[config.mk]
export PLATFORM = sky130hd
export DESIGN_NAME = fight_controller
export DESIGN_NICKNAME = d
export VERILOG_FILES = /design/src/rtl/fight_controller.sv
export SDC_FILE = /design/constraint.sdc
export NUM_CORES = 1
export LEC_CHECK = 0
export BUFFER_PORTS_ARGS = -buffer_cell sky130_fd_sc_hd__buf_4
export CELL_PAD_IN_SITES_DETAIL_PLACEMENT = 0
export CELL_PAD_IN_SITES_GLOBAL_PLACEMENT = 1
export CORE_UTILIZATION = 40
export CTS_CLUSTER_DIAMETER = 200
export DETAILED_ROUTE_END_ITERATION = 12
export PLACE_DENSITY = 0.85
export SYNTH_ARGS = -nofsm -noshare
export SYNTH_HDL_FRONTEND = slang
export SYNTH_SLANG_ARGS = --single-unit
[constraint.sdc]
create_clock -name clk -period 13.6 [get_ports clk]
set_input_delay 2.04 -clock clk [delete_from_list [all_inputs] [get_ports clk]]
set_output_delay 2.04 -clock clk [all_outputs]
set_load 0.02 [all_outputs]
[src/rtl/fight_controller.sv]
// fight_controller: two-player side-view fighting game logic.
// Every state change happens on the clock edge at which frame_tick is high.
// P1 moves first. P2 then moves against P1's new position, so the two
// bodies never overlap. Attacks, hits, health and the game-over decision
// follow from those positions.
//
// Ports:
//   clk, rst                  system clock, synchronous active-high reset
//   frame_tick                one-cycle pulse per video frame
//   p1_left/right/attack      P1 level buttons
//   p2_left/right/attack      P2 level buttons
//   p1_x, p2_x                player left-edge x (registered)
//   p1_y, p2_y                player top y, fixed at GROUND_Y (registered)
//   p1_state, p2_state        0=IDLE 1=MOVE 2=ATTACK 3=HIT (registered)
//   p1_health, p2_health      remaining health (registered)
//   game_over, winner         end flag; winner 01=P1 10=P2 11=draw (registered)
//
// Build option: define FIGHT_KNOCKBACK_EN to push a hit victim STEP*4
// pixels away from the attacker.
module fight_controller #(
   parameter int SCREEN_W      = 640,
   parameter int PLAYER_W      = 50,
   parameter int STEP          = 4,
   parameter int REACH         = 20,
   parameter int ATTACK_FRAMES = 8,
   parameter int HIT_FRAMES    = 16,
   parameter int START_HEALTH  = 10,
   parameter int P1_START_X    = 20,
   parameter int P2_START_X    = 570,
   parameter int GROUND_Y      = 380
) (
   input  logic       clk,
   input  logic       rst,
   input  logic       frame_tick,
   input  logic       p1_left,
   input  logic       p1_right,
   input  logic       p1_attack,
   input  logic       p2_left,
   input  logic       p2_right,
   input  logic       p2_attack,
   output logic [9:0] p1_x,
   output logic [9:0] p2_x,
   output logic [9:0] p1_y,
   output logic [9:0] p2_y,
   output logic [1:0] p1_state,
   output logic [1:0] p2_state,
   output logic [3:0] p1_health,
   output logic [3:0] p2_health,
   output logic       game_over,
   output logic [1:0] winner
);

   localparam int unsigned X_W     = 10;
   localparam int unsigned HP_W    = 4;
   localparam int          CNT_MAX = (ATTACK_FRAMES > HIT_FRAMES) ? ATTACK_FRAMES : HIT_FRAMES;
   localparam int unsigned CNT_W   = $clog2(CNT_MAX + 1);
   localparam int          X_MAX   = SCREEN_W - PLAYER_W;
`ifdef FIGHT_KNOCKBACK_EN
   localparam int          KNOCK   = STEP * 4;
`endif

   typedef enum logic [1:0] {
      ST_IDLE   = 2'd0,
      ST_MOVE   = 2'd1,
      ST_ATTACK = 2'd2,
      ST_HIT    = 2'd3
   } pstate_t;

   pstate_t          p1_st_q, p2_st_q, p1_st_d, p2_st_d;
   logic [CNT_W-1:0] p1_cnt_q, p2_cnt_q, p1_cnt_d, p2_cnt_d;
   logic [X_W-1:0]   p1_x_d, p2_x_d;
   logic [HP_W-1:0]  p1_hp_d, p2_hp_d;
   logic             over_d;
   logic [1:0]       winner_d;
   logic             upd;
   logic             p1_enter, p2_enter, hit_p1, hit_p2;
   int               p1_xn, p2_xn, gap;

   function automatic int imin(input int a, input int b);
      return (a < b) ? a : b;
   endfunction

   function automatic int imax(input int a, input int b);
      return (a > b) ? a : b;
   endfunction

   // Once the game is over, frame ticks are ignored until reset.
   assign upd      = frame_tick & ~game_over;
   assign p1_state = p1_st_q;
   assign p2_state = p2_st_q;

   // State register
   always_ff @(posedge clk) begin
      if (rst) begin
         p1_st_q   <= ST_IDLE;
         p2_st_q   <= ST_IDLE;
         p1_cnt_q  <= '0;
         p2_cnt_q  <= '0;
         p1_x      <= X_W'(P1_START_X);
         p2_x      <= X_W'(P2_START_X);
         p1_y      <= X_W'(GROUND_Y);
         p2_y      <= X_W'(GROUND_Y);
         p1_health <= HP_W'(START_HEALTH);
         p2_health <= HP_W'(START_HEALTH);
         game_over <= 1'b0;
         winner    <= 2'b00;
      end else if (upd) begin
         p1_st_q   <= p1_st_d;
         p2_st_q   <= p2_st_d;
         p1_cnt_q  <= p1_cnt_d;
         p2_cnt_q  <= p2_cnt_d;
         p1_x      <= p1_x_d;
         p2_x      <= p2_x_d;
         p1_health <= p1_hp_d;
         p2_health <= p2_hp_d;
         game_over <= over_d;
         winner    <= winner_d;
      end
   end

   // Next-state logic for one frame update
   always_comb begin
      p1_st_d  = p1_st_q;
      p2_st_d  = p2_st_q;
      p1_cnt_d = p1_cnt_q;
      p2_cnt_d = p2_cnt_q;
      p1_hp_d  = p1_health;
      p2_hp_d  = p2_health;
      p1_enter = 1'b0;
      p2_enter = 1'b0;
      hit_p1   = 1'b0;
      hit_p2   = 1'b0;
      p1_xn    = int'(p1_x);
      p2_xn    = int'(p2_x);
      gap      = 0;

      // P1 first. Moving right, it stops at P2's current left edge.
      case (p1_st_q)
         ST_IDLE, ST_MOVE: begin
            if (p1_attack) begin
               p1_st_d  = ST_ATTACK;
               p1_cnt_d = CNT_W'(ATTACK_FRAMES - 1);
               p1_enter = 1'b1;
            end else if (p1_left ^ p1_right) begin
               p1_st_d = ST_MOVE;
               if (p1_left) p1_xn = imax(p1_xn - STEP, 0);
               else         p1_xn = imin(imin(p1_xn + STEP, X_MAX), int'(p2_x) - PLAYER_W);
            end else begin
               p1_st_d = ST_IDLE;
            end
         end
         default: begin
            if (p1_cnt_q == '0) p1_st_d  = ST_IDLE;
            else                p1_cnt_d = p1_cnt_q - 1'b1;
         end
      endcase

      // P2 next. Moving left, it stops at P1's updated right edge.
      case (p2_st_q)
         ST_IDLE, ST_MOVE: begin
            if (p2_attack) begin
               p2_st_d  = ST_ATTACK;
               p2_cnt_d = CNT_W'(ATTACK_FRAMES - 1);
               p2_enter = 1'b1;
            end else if (p2_left ^ p2_right) begin
               p2_st_d = ST_MOVE;
               if (p2_left) p2_xn = imax(imax(p2_xn - STEP, 0), p1_xn + PLAYER_W);
               else         p2_xn = imin(p2_xn + STEP, X_MAX);
            end else begin
               p2_st_d = ST_IDLE;
            end
         end
         default: begin
            if (p2_cnt_q == '0) p2_st_d  = ST_IDLE;
            else                p2_cnt_d = p2_cnt_q - 1'b1;
         end
      endcase

      // Hits are tested only when an attack starts, using post-move positions.
      // A player already in HIT cannot be hit again.
      gap    = p2_xn - (p1_xn + PLAYER_W);
      hit_p2 = p1_enter && (gap <= REACH) && (p2_st_q != ST_HIT);
      hit_p1 = p2_enter && (gap <= REACH) && (p1_st_q != ST_HIT);

      if (hit_p1) begin
         p1_st_d  = ST_HIT;
         p1_cnt_d = CNT_W'(HIT_FRAMES - 1);
         p1_hp_d  = (p1_health == '0) ? '0 : p1_health - 1'b1;
`ifdef FIGHT_KNOCKBACK_EN
         p1_xn    = imax(p1_xn - KNOCK, 0);
`endif
      end
      if (hit_p2) begin
         p2_st_d  = ST_HIT;
         p2_cnt_d = CNT_W'(HIT_FRAMES - 1);
         p2_hp_d  = (p2_health == '0) ? '0 : p2_health - 1'b1;
`ifdef FIGHT_KNOCKBACK_EN
         p2_xn    = imin(p2_xn + KNOCK, X_MAX);
`endif
      end

      p1_x_d = X_W'(p1_xn);
      p2_x_d = X_W'(p2_xn);

      // winner bit1 = P1 out, bit0 = P2 out: 01 P1 wins, 10 P2 wins, 11 draw
      winner_d = {p1_hp_d == '0, p2_hp_d == '0};
      over_d   = |winner_d;
   end

endmodule

* Word-level counts from Yosys, hierarchy flattened
Index checks and enable logic that the tools add are counted.
** Word-level totals
- Output and inout bits :: 55
- Logic and storage cells :: 101
- Input bits :: 9
- Register bits :: 45
** Cells by class
- Multiplexer cells :: 40
- Equality and inequality tests :: 8
- $add $sub $neg :: 11
- Bitwise gates (word level) :: 4
- Magnitude comparators :: 7
- Reduce and logical (&&, ||, !) cells :: 21
** Operators by type and width (number)
- 2-to-1 mux 32 bit :: 12
- 2-to-1 mux 5 bit :: 8
- adder 32 x 7 -> 32 bit, second input constant :: 1
- > comparator 32 bit :: 1
- less-or-equal comparator 32 x 6 -> 1 bit, second input constant :: 1
- subtractor 32 bit :: 1
- adder 10 x 3 -> 11 bit, second input constant :: 2
- > comparator 11 x 1 -> 1 bit, second input constant :: 2
- < comparator 11 x 10 -> 1 bit, second input constant :: 2
- 2-to-1 mux 11 bit :: 2
- subtractor 10 x 3 -> 11 bit, second input constant :: 2
- zero test 4 bit :: 4
- 2-to-1 mux 2 bit :: 8
- 2-to-1 mux 4 bit :: 4
- < comparator 12 x 11 -> 1 bit :: 1
- subtractor 10 x 6 -> 11 bit, second input constant :: 1
- zero test 5 bit :: 2
- subtractor 5 x 1 -> 5 bit, second input constant :: 2
- subtractor 4 x 1 -> 4 bit, second input constant :: 2
- 2-to-1 mux 1 bit :: 6
- != test 3 x 2 -> 1 bit, second input constant :: 2
- != test 3 bit, second input constant :: 2
- AND reduction 3 bit :: 2
- nonzero test 3 bit :: 2
- 9 further kinds :: 19

* Logic depth before layout (Yosys ltp)
Gate-level depths: netlist of the first run.
- Word-level depth :: 23
- Mapped depth :: 53
- Gate-level depth less buffers :: 49

* Least setup slack after synthesis of the first run
Ideal clock, no wire load.
- Kind :: reg2reg
- Start :: register p1_x[2]
- End :: register p2_health[1]
- Setup time :: 0.150 ns
- Required time :: 13.450 ns
- Arrival time :: 10.651 ns
- Cell stages (with the launch flop) :: 51
- Path buffers :: 4
- Period minus slack after synthesis :: 10.801 ns
- Path slack :: 2.799 ns
- Cells stage by stage :: dfxtp_1 -> buf_2 -> inv_1 -> nor3_1 -> o2111ai_1 -> o211ai_1 -> clkbuf_1 -> nand2b_1 -> ha_1 -> o21a_1 -> o21ai_0 -> a21oi_1 -> o211ai_1 -> a21oi_1 -> a211oi_1 -> ha_1 -> clkinv_1 -> nor2_1 -> [15 not listed] -> and2_0 -> clkbuf_1 -> nor2_1 -> o22a_1 -> mux2_2 -> ha_1 -> and4_1 -> o21a_1 -> nor3_2 -> a2111o_1 -> a32o_1 -> or4b_1 -> nor4_2 -> nand4_1 -> o21a_1 -> clkbuf_1 -> o31ai_1 -> o311ai_0
** RTL lines
- start, declared :: line 41 : output logic [9:0] p1_x,
- start signal, assigned :: line 99 : p1_x <= X_W'(P1_START_X);
- start signal, assigned :: line 112 : p1_x <= p1_x_d;
- end signal, assigned :: line 104 : p2_health <= HP_W'(START_HEALTH);
- end signal, assigned :: line 115 : p2_health <= p2_hp_d;
- end, declared :: line 48 : output logic [3:0] p2_health,

==> results of run 1 <==
final cells by class:
| class | count | area (µm²) |
|---|---|---|
| Timing Repair Buffer | 51 | 383 |
| Multi-Input combinational cell | 936 | 6020 |
| Tap cell | 229 | 287 |
| Clock inverter | 2 | 15.0 |
| Inverter | 54 | 203 |
| Sequential cell | 45 | 901 |
| Fill cell | 1890 | 9970 |
| Clock buffer | 6 | 129 |
placed cells by master, fill, tap and decap left out, drive strengths merged, types with 18 or more instances in the layout:
| cell | count |
|---|---|
| nand2 | 114 |
| nor2 | 111 |
| a21oi | 89 |
| ha | 87 |
| o21ai | 75 |
| inv | 53 |
| buf | 51 |
| dfxtp | 45 |
| conb | 40 |
| nor3 | 36 |
| nand3 | 28 |
| a211oi | 21 |
| xnor2 | 19 |
| nand2b | 18 |
stage by stage:
stage               setup slack [ns]  total power [µW]
floorplan                       2.80               474
global placement                1.36               571
detailed placement             0.988               572
CTS                            0.906               697
global route                  0.0604               757
finish                          1.19               705
power by group through the flow:
| stage | clock network, µW | registers [µW] | logic (µW) |
|---|---|---|---|
| floorplan | 0 | 167 | 307 |
| global placement | 0 | 170 | 401 |
| detailed placement | 0 | 170 | 402 |
| CTS | 126 | 167 | 404 |
| global route | 130 | 170 | 456 |
| finish | 124 | 168 | 413 |
state kept, by name, indices dropped and copies added (netlist names):
| name | count |
|---|---|
| p2_health | 4 |
| p1_state | 2 |
| winner | 2 |
| p2_cnt_q | 5 |
| game_over | 1 |
| p1_x | 10 |
| p2_state | 2 |
| p1_cnt_q | 5 |
| p1_health | 4 |
| p2_x | 10 |
layer usage:
metal  track usage  vias up  share of wire
met2         0.386      312           0.45
met1         0.324     3714           0.45
met3        0.0226       64          0.058
li1              -     3944              -
met4         0.115        0          0.041
met5             0        -              0
cell families (layout without fill, tap and decap cells):
group | Yosys count | after routing
adder cells (fa/ha/maj) | 88 | 88
AND/OR/NAND/NOR | 414 | 414
flip-flops | 45 | 45
other | 2 | 40
multiplexers | 12 | 12
XOR/XNOR | 34 | 34
AO/OA/AOI/OAI | 348 | 348
buffers and inverters | 122 | 113
worst max-delay path, delay by kind of cell, from the launching register on:
kind,cells,cell delay [ns]
AO/OA/AOI/OAI,22,4.34
adder cells (fa/ha/maj),6,1.89
flip-flops,1,0.60
multiplexers,1,0.34
AND/OR/NAND/NOR,14,3.96
XOR/XNOR,3,0.88
buffers and inverters,2,0.36
path summary, 6_finish.rpt:
kind,depth (start not counted),to,start,slack (ns)
max,48,p2_health[0]$_SDFFE_PP0P_,p1_x[2]$_SDFFE_PP1P_,1.19
max reg2reg,48,p2_health[0]$_SDFFE_PP0P_,p1_x[2]$_SDFFE_PP1P_,1.19
min,2,p1_cnt_q[0]$_SDFFE_PP0P_,p1_cnt_q[0]$_SDFFE_PP0P_,0.46
min reg2reg,2,p1_cnt_q[0]$_SDFFE_PP0P_,p1_cnt_q[0]$_SDFFE_PP0P_,0.46
timing repair:
item / 4_1_cts / 5_1_grt
setup buffers: 0 / 2
hold buffers: 0 / 0
gates resized for setup: 0 / 2
endpoints found under the setup margin: 0 / 15
==> results.cfg, run 1 <==
[yosys]
avgSynthCellArea_um2 = 6.86
async_flop_share = 0
yosysMostFrequentCell = nand2_1
synth-compound-area-share = 0.317
synth_xor_area_frac = 0.0408
synthFlopType = dfxtp_1
synth_common_cells = nand2_1, nor2_1, a21oi_1
synth.mux.area_fraction = 0.0170
synth_cell_types = 84
synth-edff-count = 0
synth_top_cells_by_area = ha_1, dfxtp_1, a21oi_1, nand2_1, nor2_1
yosysTopAreaCellShare = 0.149
yosys.area_share.simple = 0.277
synth_cells = 1065
yosys.area.top_type = ha_1
synth_seq_area_share = 0.123
synth_top_family_by_area = compound AO/OA/AOI/OAI gates
synth.cell_area_mm2 = 0.00730
ys_ff_latch = 45
synthAdderAreaFrac = 0.150
yosys_warnings = 0

[floorplanning]
initial_core_util = 0.408
fp.dieW_um = 137
core-area_mm2 = 0.0179
die_h_um = 137
dieArea_mm2 = 0.0188
ioPinCount = 64
fp-row-count = 49

[power_and_ir_drop]
power_density_mw_per_mm2 = 88.8
pwr-share-clk = 0.176
swShare = 0.470
comb_power_share = 0.586
p_int_uw = 373
p_leak_uw = 0.00337
seqPwrFrac = 0.238
peakVddDrop_mv = 0.0500
p_switching_uw = 331

[timing]
drv_slew = 0
finalHoldViolations = 0
tightest_slew_ns = 0.887
rsz0062_at_grt = false
skew_ns = 0.0105
finalCritPeriodShare = 0.913
whs_ns = 0.463
setup_violations = 0
slew-limit-headroom = 0.409
min_period_ns = 12.41
setup_tns_ns = 0
max_freq_ghz = 0.0806

[clocking]
clk_latency_ns = 0.30
cts_made_buffers = 5
cts_tree = built
cts.clk_slew.worst_paths_ns = 0.07
cts.htree.levels = 2
cts_root_buffer = clkbuf_16
clock_sinks = 45
cts_max_path_buffers = 2

[setup_path]
worstSetupEndpointType = flip-flop
critPathLaunchType = flip-flop
crit_arrival_ns = 12.64
crit_required_ns = 13.83
max_stage_delay_ns = 0.60
cp_slowest_cell = dfxtp_1
worstSetupPathType = reg -> reg
critPathMaxFanout = 14
cpMostUsedCell = ha_1

[global_route]
grt.total_usage = 0.241
overflow = 0
grt_max_degree = 36
grt_pass1_wl_um = 36000
grt_pass1_vias = 7053
antenna_found_initial = 0

[routing]
antenna_left = 0
avgViaCountPerCell = 6.07
routed_wl_um = 22800
drc = 0
dr.pass1.iters = 5
vias = 8034
wl_per_cell_um = 17.3
drtIter0Drc = 724

[run_status]
outcome = complete, no violations

[hold_path]
hp-class = reg -> reg

[placed_design]
dp_cells = 1313
port_buffers = 43
hpwl_um = 18100
place_congestion = 0.997
place_area_mm2 = 0.00777

[finish]
drive_gt1_frac = 0.0759
fin_nets = 1189
final_cells = 1323
diodes = 0
final_util = 0.443
syn_to_final_growth_pct = 8.62
stdcell_area_mm2 = 0.00793

[flow_run]
drv_cap = 0
Power figures use the tool's default switching activity.
==> run 2: changes to the inputs <==
Settings changed: CORE_UTILIZATION 40 to 45, PLACE_DENSITY 0.85 to 0.93.
==> run 2 against run 1 <==
Net effect: via count is 0.19% lower; combinational power is 1% lower; total power is 2.0% higher; global-route usage is 2.5 points higher; flip-flop and latch count stayed put; setup slack worse by 0.17 ns; sequential share of layout area hardly changed; first-iteration DRC count is 11% lower; clock skew is 0.0065 ns lower; clock power is 16% higher; critical path type unchanged.
==> results.cfg, run 2 (same netlist as run 1, synthesis figures left out) <==
[setup_path]
worstSetupPathType = reg -> reg
critPathMaxFanout = 14
cp_slowest_cell = nor3_1
max_stage_delay_ns = 0.65
critPathLaunchType = flip-flop
worstSetupEndpointType = flip-flop
crit_required_ns = 13.83
reg2reg_depth = 47
crit_arrival_ns = 12.81

[routing]
antenna_left = 0
routed_wl_um = 22500
maxUsedRoutingLayer = met4
avgViaCountPerCell = 6.12
wl_met2_um = 10200
met1Wirelength_um = 10400
wl_per_cell_um = 17.2
vias = 8019
drc = 0
drtIter0Drc = 645
dr_wl_met3_um = 1370
dr.pass1.iters = 5

[clocking]
clk_latency_ns = 0.30
cts_resized = 0
clock_sinks = 45
cts_tree = built
cts_root_buffer = clkbuf_16
cts.htree.levels = 2
cts.clk_slew.worst_paths_ns = 0.07
cts_made_buffers = 5
cts_max_path_buffers = 2

[run_status]
outcome = complete, no violations

[power_and_ir_drop]
power_density_mw_per_mm2 = 90.5
p_leak_uw = 0.00340
peakVddDrop_mv = 0.0673
design_power_total_uw = 719

[floorplanning]
dieArea_mm2 = 0.0167
initial_core_util = 0.460
die_h_um = 129
fp.dieW_um = 129
ioPinCount = 64
core-area_mm2 = 0.0159
fp-row-count = 46

[timing]
skew_ns = 0.00405
min_period_ns = 12.58
slew-limit-headroom = 0.441
tightest_slew_ns = 0.828
finalCritPeriodShare = 0.925
max_freq_ghz = 0.0795
rsz0062_at_grt = false
setup_violations = 0
setup_tns_ns = 0
finalHoldViolations = 0
drv_slew = 0

[finish]
final_common_cell = nand2_1
final_cells = 1311
drive_gt1_frac = 0.0758
final_util = 0.500
fin_nets = 1190
layout_common_cells = nand2_1, nor2_1, a21oi_1
reg_top3 = p1_x: 10 flops, p2_x: 10 flops
syn_to_final_growth_pct = 8.75
diodes = 0

[placed_design]
place_congestion = 0.952
hpwl_um = 17700
dp_cells = 1300
port_buffers = 43

[global_route]
grt_max_degree = 36
grt_pass1_vias = 6855
antenna_found_initial = 0
grt.total_usage = 0.266
overflow = 0
grt_pass1_wl_um = 35400

[hold_path]
hold_depth = 2
hp-class = reg -> reg

[flow_run]
drv_cap = 0
run 2: timing repair:
item                       CTS  global route
hold buffers                 0             0
setup endpoints to repair    0            12
buffers inserted             0             3
run 2: path summary, 6_finish.rpt:
check	endpoint	from	slack, ns
min	winner[0]$_SDFFE_PP0P_	winner[0]$_SDFFE_PP0P_	0.46
max	p2_health[0]$_SDFFE_PP0P_	p1_x[2]$_SDFFE_PP1P_	1.02
max reg2reg	p2_health[0]$_SDFFE_PP0P_	p1_x[2]$_SDFFE_PP1P_	1.02
min reg2reg	winner[0]$_SDFFE_PP0P_	winner[0]$_SDFFE_PP0P_	0.46
run 2: area by class of cell:
class,count,area (µm²)
Fill cell,1653,7940
Multi-Input combinational cell,936,6010
Sequential cell,45,901
Timing Repair Buffer,52,390
Tap cell,216,270
Inverter,54,203
Clock buffer,6,129
Clock inverter,2,38.8
run 2: stage by stage:
stage	setup slack, ns	hold slack [ns]	cell area (µm²)
floorplan	2.80	0.432	7450
global placement	1.33	0.440	7750
detailed placement	0.893	0.456	7750
CTS	0.823	0.465	7920
global route	0.101	0.485	7940
finish	1.02	0.460	7940
run 2: worst max-delay path: cells and delay by family, from the launching register on:
family / cells / cell delay, ns
compound gates: 22 / 4.34
xor+xnor: 2 / 0.53
fa+ha+maj: 5 / 1.52
buf+inv: 3 / 0.58
flops: 1 / 0.60
mux: 1 / 0.34
simple gates: 14 / 4.62
run 2: layer usage:
layer	up-vias	global-route usage
met5	-	0
met4	0	0.0865
met3	47	0.0277
met2	295	0.441
met1	3728	0.360
li1	3949	-
run 2: power by group:
part	internal (µW)	total [µW]	switching (µW)
Clock	87.3	144	56.4
Combinational	161	407	245
Sequential	144	168	24.5
Total	393	719	326
==> run 3: changes to the inputs <==
Settings changed: CTS_BUF_LIST set to sky130_fd_sc_hd__clkbuf_4 sky130_fd_sc_hd__clkbuf_8.
==> run 3 against run 2 <==
Net effect: critical path depth did not move; non-clock buffer count did not move; final cell count stayed put; largest power group unchanged; via count is essentially flat; global-route usage hardly changed; sequential power about the same; flip-flop and latch count stayed put; clock skew grew 0.0041 ns.
==> results.cfg, run 3 (same netlist as run 1, synthesis figures left out) <==
[floorplanning]
ioPinCount = 64
fp.dieW_um = 129
fp-row-count = 46
die_h_um = 129
core-area_mm2 = 0.0159
dieArea_mm2 = 0.0167
initial_core_util = 0.460

[timing]
drv_slew = 0
setup_violations = 0
slew-limit-headroom = 0.400
finalHoldViolations = 0
max_freq_ghz = 0.0793
finalCritPeriodShare = 0.928
rsz0062_at_grt = false
min_period_ns = 12.62
timing.final.ws_setup_ns = 0.982
setup_tns_ns = 0
tightest_slew_ns = 0.888
skew_ns = 0.00815

[power_and_ir_drop]
power_density_mw_per_mm2 = 86.6
peakVddDrop_mv = 0.0530
p_leak_uw = 0.00337

[global_route]
grt_pass1_wl_um = 35500
grt.total_usage = 0.266
grt_max_degree = 36
grt_pass1_vias = 6880
overflow = 0
antenna_found_initial = 0

[finish]
syn_to_final_growth_pct = 8.03
fin_nets = 1190
reg_top3 = p1_x: 10 flops, p2_x: 10 flops
final_common_cell = nand2_1
drive_gt1_frac = 0.0767
stdcell_area_mm2 = 0.00789
diodes = 0
layout_common_cells = nand2_1, nor2_1, a21oi_1

[setup_path]
worstSetupPathType = reg -> reg
r2r_start = p1_x[2]$_SDFFE_PP1P_
r2r_setup_slack_ns = 0.98
reg2reg_depth = 47
crit_arrival_ns = 12.87
cp_slowest_cell = nor3_1
max_stage_delay_ns = 0.65
r2r-end = p2_health[0]$_SDFFE_PP0P_
crit_required_ns = 13.85
critPathLaunchType = flip-flop
critPathMaxFanout = 14
worstSetupEndpointType = flip-flop

[hold_path]
whs_endpoint = winner[0]$_SDFFE_PP0P_
hp-class = reg -> reg
hold_depth = 2
hp-start = winner[0]$_SDFFE_PP0P_

[clocking]
cts_max_path_buffers = 2
cts_tree = built
cts_resized = 0
clock_sinks = 45
cts.clk_slew.worst_paths_ns = 0.09
postCtsHoldBufs = 0
cts_setup_buffers = 0
cts_root_buffer = clkbuf_8
cts_made_buffers = 5
cts.htree.levels = 2
clk_latency_ns = 0.31

[placed_design]
hpwl_um = 17700
place_ws_ns = 0.893
place_congestion = 0.952
port_buffers = 43
place_area_mm2 = 0.00775

[routing]
drc = 0
drtIter0Drc = 669
dr.pass1.iters = 6
wl_per_cell_um = 17.2
vias = 8014
avgViaCountPerCell = 6.11
routed_wl_um = 22500
antenna_left = 0

[flow_run]
drv_cap = 0

[run_status]
outcome = complete, no violations
-- run 3: per-stage QoR --
step                      hold WS, ns  utilization  cells  total power (µW)
after floorplan                 0.432            -   1103               474
after global placement          0.440        0.488   1300               566
after detailed placement        0.456        0.488   1300               567
after CTS                       0.469        0.495   1308               676
after global routing            0.490        0.497   1311               735
final                           0.465        0.497   1311               684
-- run 3: how the worst max path moves through the flow --
stage / start / end / slack (ns) / cells past startpoint
floorplan: p1_x[2]$_SDFFE_PP1P_ / p2_health[1]$_SDFFE_PP1P_ / 2.80 / 50
global placement: p1_x[2]$_SDFFE_PP1P_ / p2_health[0]$_SDFFE_PP0P_ / 1.33 / 48
detailed placement: p1_x[2]$_SDFFE_PP1P_ / p2_health[0]$_SDFFE_PP0P_ / 0.89 / 48
CTS: p1_x[2]$_SDFFE_PP1P_ / p2_health[0]$_SDFFE_PP0P_ / 0.79 / 48
global route: p1_x[2]$_SDFFE_PP1P_ / p2_health[0]$_SDFFE_PP0P_ / 0.07 / 47
finish: p1_x[2]$_SDFFE_PP1P_ / p2_health[0]$_SDFFE_PP0P_ / 0.98 / 47
-- run 3: metal layers --
layer	GRT usage	routed length (µm)
met5	0	0
met4	0.0872	523
met3	0.0285	1630
met2	0.440	10300
met1	0.359	10100
-- run 3: layout make-up --
type / count / area, µm²
Fill cell: 1670 / 7990
Multi-Input combinational cell: 936 / 6010
Sequential cell: 45 / 901
Timing Repair Buffer: 52 / 390
Tap cell: 216 / 270
Inverter: 54 / 203
Clock buffer: 6 / 76.3
Clock inverter: 2 / 38.8
-- run 3: power by group --
part	leakage (µW)	internal (µW)	switching, µW
Combinational	0.00295	161	246
Clock	0.0000588	57.3	51.1
Sequential	0.000369	144	24.4
-- run 3: critical path, delay by kind of cell, from the launching register on --
kind	cells	cell delay (ns)
multiplexers	1	0.15
adder cells (fa/ha/maj)	5	1.53
XOR/XNOR	2	0.53
buffers and inverters	3	0.56
AO/OA/AOI/OAI	22	4.70
AND/OR/NAND/NOR	14	4.45
flip-flops	1	0.62
